`src/rtl/doodle_motion_controller.sv`:
```
// Doodle motion controller: owns doodle X/Y and signed vertical velocity, advanced once per frame tick.
// Latency: tick in WAIT -> |vel| clocks of one-pixel vertical steps (busy high), then back to WAIT.
// Backpressure: none; ticks arriving outside WAIT are dropped. DOODLE_HWRAP_EN selects horizontal wrap (default clamp).
module doodle_motion_controller #(
   parameter int SCREEN_WIDTH  = 400,
   parameter int SCREEN_HEIGHT = 700,
   parameter int START_X       = 200,
   parameter int START_Y       = 600,
   parameter int JUMP_VELOCITY = 12,
   parameter int GRAVITY       = 1,
   parameter int MAX_FALL      = 10,
   parameter int H_SPEED       = 4
) (
   input  logic        clk,
   input  logic        resetN,
   input  logic        start,
   input  logic        tick,
   input  logic        moveLeft,
   input  logic        moveRight,
   input  logic        hasCollide,
   input  logic [31:0] collisionY,
   output logic [31:0] doodleX,
   output logic [31:0] doodleY,
   output logic        falling,
   output logic        busy,
   output logic        gameOver,
   output logic [15:0] bounceCount
);

   typedef enum logic [1:0] {S_IDLE, S_WAIT, S_STEP, S_OVER} state_t;

   localparam logic [31:0]       X_START  = 32'(START_X);
   localparam logic [31:0]       Y_START  = 32'(START_Y);
   localparam logic [31:0]       X_STEP   = 32'(H_SPEED);
   localparam logic [31:0]       X_LIMIT  = 32'(SCREEN_WIDTH);
   localparam logic [31:0]       Y_FLOOR  = 32'(SCREEN_HEIGHT - 1);
   localparam logic signed [8:0] VEL_GRAV = 9'(GRAVITY);
   localparam logic signed [8:0] VEL_MAX  = 9'(MAX_FALL);
   localparam logic [7:0]        VEL_JUMP = 8'(-JUMP_VELOCITY);

   state_t             state_q, state_d;
   logic [31:0]        x_q, x_d;
   logic [31:0]        y_q, y_d;
   logic signed [7:0]  vel_q, vel_d;
   logic [7:0]         steps_q, steps_d;
   logic               dir_dn_q, dir_dn_d;
   logic [15:0]        bounce_q, bounce_d;

   logic signed [8:0]  vel_sum;
   logic signed [7:0]  vel_grav;
   logic [7:0]         vel_abs;
   logic [31:0]        x_left;
   logic [31:0]        x_right;
   logic               collision_y_unused;

   // The detector's Y is informational; the bounce decision relies only on hasCollide.
   assign collision_y_unused = ^collisionY;

   // Saturating gravity step, |vel|, and the two candidate horizontal positions.
   always_comb begin
      vel_sum  = $signed({vel_q[7], vel_q}) + VEL_GRAV;
      vel_grav = (vel_sum > VEL_MAX) ? VEL_MAX[7:0] : vel_sum[7:0];
      vel_abs  = vel_q[7] ? 8'(-vel_q) : vel_q;
`ifdef DOODLE_HWRAP_EN
      // Left edge is tested before subtracting so the unsigned result never wraps.
      x_left  = (x_q < X_STEP) ? (x_q + X_LIMIT - X_STEP) : (x_q - X_STEP);
      x_right = (x_q + X_STEP >= X_LIMIT) ? (x_q + X_STEP - X_LIMIT) : (x_q + X_STEP);
`else
      x_left  = (x_q < X_STEP) ? 32'd0 : (x_q - X_STEP);
      x_right = (x_q + X_STEP >= X_LIMIT) ? (X_LIMIT - 32'd1) : (x_q + X_STEP);
`endif
   end

   // Next-state: tick handling in WAIT, one-pixel sub-steps in STEP, start overrides everything.
   always_comb begin
      state_d  = state_q;
      x_d      = x_q;
      y_d      = y_q;
      vel_d    = vel_q;
      steps_d  = steps_q;
      dir_dn_d = dir_dn_q;
      bounce_d = bounce_q;
      case (state_q)
         S_WAIT: begin
            if (tick) begin
               if (moveLeft && !moveRight) begin
                  x_d = x_left;
               end else if (moveRight && !moveLeft) begin
                  x_d = x_right;
               end
               steps_d  = vel_abs;
               dir_dn_d = !vel_q[7];
               if (vel_q == 8'sd0) begin
                  vel_d = vel_grav;
               end else begin
                  state_d = S_STEP;
               end
            end
         end
         S_STEP: begin
            if (dir_dn_q && hasCollide) begin
               // Bounce happens on the pixel where contact is seen; Y does not move this cycle.
               vel_d   = VEL_JUMP;
               steps_d = 8'd0;
               state_d = S_WAIT;
               if (bounce_q != 16'hFFFF) begin
                  bounce_d = bounce_q + 16'd1;
               end
            end else if (dir_dn_q && (y_q == Y_FLOOR)) begin
               state_d = S_OVER;
            end else if (!dir_dn_q && (y_q == 32'd0)) begin
               vel_d   = 8'sd0;
               steps_d = 8'd0;
               state_d = S_WAIT;
            end else begin
               y_d     = dir_dn_q ? (y_q + 32'd1) : (y_q - 32'd1);
               steps_d = steps_q - 8'd1;
               if (steps_q == 8'd1) begin
                  vel_d   = vel_grav;
                  state_d = S_WAIT;
               end
            end
         end
         default: ;
      endcase
      if (start) begin
         state_d  = S_WAIT;
         x_d      = X_START;
         y_d      = Y_START;
         vel_d    = 8'sd0;
         steps_d  = 8'd0;
         dir_dn_d = 1'b0;
         bounce_d = 16'd0;
      end
   end

   // State and datapath registers.
   always_ff @(posedge clk or negedge resetN) begin
      if (!resetN) begin
         state_q  <= S_IDLE;
         x_q      <= X_START;
         y_q      <= Y_START;
         vel_q    <= 8'sd0;
         steps_q  <= 8'd0;
         dir_dn_q <= 1'b0;
         bounce_q <= 16'd0;
      end else begin
         state_q  <= state_d;
         x_q      <= x_d;
         y_q      <= y_d;
         vel_q    <= vel_d;
         steps_q  <= steps_d;
         dir_dn_q <= dir_dn_d;
         bounce_q <= bounce_d;
      end
   end

   assign doodleX     = x_q;
   assign doodleY     = y_q;
   assign falling     = (vel_q > 8'sd0);
   assign busy        = (state_q == S_STEP);
   assign gameOver    = (state_q == S_OVER);
   assign bounceCount = bounce_q;

endmodule

```
`config.mk`:
```
export PLATFORM = sky130hd
export DESIGN_NAME = doodle_motion_controller
export DESIGN_NICKNAME = d
export VERILOG_FILES = /design/src/rtl/doodle_motion_controller.sv
export SDC_FILE = /design/constraint.sdc
export NUM_CORES = 1
export LEC_CHECK = 0
export CORE_ASPECT_RATIO = 1.4
export CORE_MARGIN = 5
export CORE_UTILIZATION = 35
export DETAILED_ROUTE_END_ITERATION = 12
export GPL_TIMING_DRIVEN = 0
export PLACE_DENSITY = 0.53
export SYNTH_ARGS = -nofsm -noshare
export SYNTH_HDL_FRONTEND = slang
export SYNTH_SLANG_ARGS = --single-unit
```
`constraint.sdc`:
```
create_clock -name clk -period 5 [get_ports clk]
set_input_delay 1 -clock clk [delete_from_list [all_inputs] [get_ports clk]]
set_output_delay 1 -clock clk [all_outputs]
set_load 0.02 [all_outputs]
```
==> results by group <==
Global route
  – Initial antenna violation count: 0
  – Largest net degree at the start of global routing: 63
  – GRT overflow: 0
  – Vias in the first global route: around 8000
  – GRT Overall Usage: 20.3%
  – First-pass GRT wire length: about 42000 µm

Drt
  – DR pass1 iterations: 5
  – Initial drt markers: 400
  – Avg Vias per Cell: 5.66
  – Avg WL per Cell: approximately 18 µm
  – Top routing layer in use: met4
  – Sum of routed wire segments on met1: 10700 µm
  – Met2 routed WL: ~13000 µm
  – DRC violations left: 0
  – Routed WL: about 26000 µm
  – WL met3: around 1000 µm
  – Post-DRT Antenna Nets: 0
  – Vias: approximately 8000

Place
  – Placed Instance Area: about 0.009 mm²
  – Port Buffers: between 80 and 90
  – Worst slack at placement: 0.183 ns
  – Post-DP HPWL: roughly 20000 µm
  – Routability Congestion: between 0.9 and 1

Timing
  – Max transition margin: between 20% and 30%
  – # setup viols final: 0
  – Setup ws final: about 0.48 ns
  – Crit share post-route: between 90% and 100%
  – Pins Over Slew Limit: 0
  – Fin crit period: about 4.5 ns
  – Hold Violations, Final: 0
  – Measured slew at the worst slew-check pin: ~1.1 ns
  – Setup Skew: roughly 0.0081 ns
  – Maximum clock rate: ~0.22 GHz
  – Setup repair after global routing missed its margin: false

Power
  – Tot Pwr: about 5.0 mW
  – Switching pwr: 2.33 mW
  – Internal power: approximately 2.7 mW
  – Logic pwr share: roughly three fifths
  – Reg power frac: 22.9%
  – Clk network pwr share: approximately 16%
  – Pwr Density: roughly 530 mW/mm²
  – Sw Ratio: 46.2%
  – Leakage power: ~3.8 nW
  – Worst vdd ir: 0.000200 V

Logic synthesis
  – Area leader, netlist: dfrtp_1
  – Post-synth cell types: between 70 and 80
  – Mapped Area: just under 0.008 mm²
  – Ys Warns: 0
  – Synth area leaders: dfrtp_1, ha_1, o21ai_0, nand2_1, a21oi_1
  – Yosys reg bits: approximately 100
  – Syn Nets: between 1000 and 1500
  – EDFF count, synth: 0
  – Avg Synthesized Cell Area: just under 8 µm²
  – Share of the synthesized area in the top cell type: ~29%
  – Synth Instances: 999
  – Post-synth top flop: dfrtp_1
  – Sequential area share after synthesis: between 30% and 40%
  – FFs w/ async S/R, synth: 100%

Worst hold path
  – Hold Path End: steps_q[7]
  – Min-delay src: steps_q[7]
  – Hold Crit Class: flop to flop
  – Hold path depth: 1

Floorplan
  – Initial Utilization: around 35%
  – Chip width: roughly 140 µm
  – Row count: 65
  – Die Y: 188 µm
  – Ports: ~120
  – Die ar.: between 0.02 and 0.03 mm²
  – Core area: approximately 0.022 mm²

Final layout
  – Nets@finish: 1179
  – Fraction of layout cells with a size suffix above 1: ~6.0%
  – Design Area, Final: roughly 0.0096 mm²
  – Diode count: 0
  – Layout area overhead: 20.4%
  – Core Util, Final: a little over two fifths

Job
  – Max-cap violation count: 0

Worst setup path
  – Worst endpoint required time: roughly 5.3 ns
  – Slowest stage cell, crit path: clkinvlp_4
  – Reg2reg end: doodleY[31]
  – R2R Setup Slk: 0.48 ns
  – R2R depth: 11
  – Reg2reg start: dir_dn_q
  – Critical path startpoint category: flop
  – Crit path arrival time: between 4 and 5 ns
  – Critical path type: flop to flop
  – Worst-path cell chain: clkbuf_1 -> clkinvlp_4 -> ha_1 -> a211oi_1 -> nand2_1 -> a311o_1 -> o311ai_2 -> nor3_1 -> o41ai_1 -> mux2i_1 -> mux2_2
  – Critical path's top delay family: compound AO/OA/AOI/OAI gates
  – Bufs and invs on worst path: 2
  – CP max FO: 16
  – Nature of the critical path endpoint: flop
  – Max incr delay on CP: about 0.55 ns

Clock tree
  – CTS tree: built
  – H-tree depth: 3
  – Clock Tree Buf Depth: 2
  – Clock latency on the worst-skew pair: between 0.3 and 0.4 ns
  – Root Buffer Master: clkbuf_16
  – Clock sinks: 98
  – Post-cts gate resize count: 0
  – Hold-fix buffers, CTS: 0
  – Post-CTS setup buffer count: 0
  – CTS clk-pin slew, worst paths: about 0.070 ns
  – CTS buffer count: 9

Outcome
  – Status: finished, final reports clean
-- sequential cells by signal, indices dropped and copies added (netlist names) --
register     count
doodleY         32
doodleX         31
bounceCount     16
steps_q          8
vel_q            8
state_q          2
dir_dn_q         1
-- worst reg2reg max path, stage by stage, from the launching register on --
cell        delay, ns
dfrtp_1          0.36
clkbuf_1         0.46
clkinvlp_4       0.55
ha_1             0.53
a211oi_1         0.46
nand2_1          0.09
a311o_1          0.37
o311ai_2         0.47
nor3_1           0.09
o41ai_1          0.42
mux2i_1          0.26
mux2_2           0.35
-- power by group through the flow --
| stage | clock [mW] | combinational (mW) | sequential [mW] |
|---|---|---|---|
| 2_1_floorplan | 0 | 2.15 | 1.23 |
| 3_3_place_gp | 0 | 3.06 | 1.17 |
| 3_5_place_dp | 0 | 3.07 | 1.17 |
| 4_1_cts | 0.811 | 3.09 | 1.16 |
| 5_1_grt | 0.838 | 3.46 | 1.19 |
| 6_report | 0.787 | 3.10 | 1.16 |
-- layout by cell type (no fill, tap or decap), drive strengths merged, types with 5 or more instances in the layout --
cell	instances
xor2	28
nand4	21
a21o	15
clkdlybuf4s50	88
and3	21
o211ai	9
nor3	52
o21a	8
a211oi	11
or2	7
nand3	32
or3	10
nor2b	13
dfrtp	91
a2bb2oi	5
mux2i	5
ha	38
a22o	12
o22a	5
nand2b	19
inv	34
o31a	7
a31oi	13
nor4	31
nand2	104
dfstp	7
clkbuf	51
or4	11
xnor2	18
o21ai	87
and2	7
a21oi	61
o31ai	14
nor2	74
buf	19
o22ai	9
and4	5
-- stage by stage --
step | hold slack (ns) | setup TNS [ns] | instances
floorplan | 0.488 | 0 | 999
global route | 0.558 | 0 | 1407
detailed placement | 0.510 | 0 | 1390
CTS | 0.534 | 0 | 1406
finish | 0.539 | 0 | 1407
global placement | 0.511 | -112.37 | 1389
-- layout make-up --
type | count | area, µm²
Buffer | 56 | 243
Clock buffer | 12 | 246
Sequential cell | 98 | 2460
Inverter | 35 | 135
Timing Repair inverter | 1 | 7.51
Tap cell | 301 | 377
Multi-Input combinational cell | 810 | 5120
Timing Repair Buffer | 90 | 908
Clock inverter | 4 | 73.8
Fill cell | 2366 | 12900
-- cells by family after synthesis --
family | count (synthesis) | synth area share, %
buffers and inverters | 91 | 4.71
multiplexers | 9 | 1.20
flip-flops | 98 | 31.0
AO/OA/AOI/OAI | 300 | 24.8
AND/OR/NAND/NOR | 416 | 27.0
adder cells (fa/ha/maj) | 39 | 6.23
XOR/XNOR | 46 | 5.07
-- cell usage after synthesis, types with 7 or more instances --
cell type	instances
nand4_1	20
o31a_1	7
xor2_1	28
o22ai_1	9
dfrtp_1	91
ha_1	38
clkbuf_1	39
a211oi_1	11
a21o_1	15
and3_1	21
nor4_1	31
or4_1	11
nor2b_1	13
or3_1	10
inv_1	34
nor3_1	52
o31ai_1	11
nand3_1	31
xnor2_1	18
nor2_1	74
nand2_1	102
and2_1	7
a21oi_1	61
a31oi_1	13
o21ai_0	85
nand2b_1	19
o21a_1	8
dfstp_2	7
a22o_1	12
buf_2	8
o211ai_1	9
-- layer usage --
| metal | up-vias | track usage (%) |
|---|---|---|
| met3 | 52 | 3.02 |
| met1 | 3781 | 23.9 |
| met5 | - | 0 |
| li1 | 3936 | - |
| met2 | 190 | 36.5 |
| met4 | 0 | 7.76 |
-- worst max-delay path by stage --
stage | startpoint | cells after the start | to | slack (ns)
2_1_floorplan | dir_dn_q | 11 | doodleY[31] | 1.20
3_3_place_gp | resetN | 1 | bounceCount[9] | -1.25
3_5_place_dp | dir_dn_q | 11 | doodleY[31] | 0.18
4_1_cts | dir_dn_q | 11 | doodleY[31] | 0.17
5_1_grt | dir_dn_q | 11 | doodleY[31] | 0.17
6_report | dir_dn_q | 11 | doodleY[31] | 0.48
(Power assumes the default switching activity.)
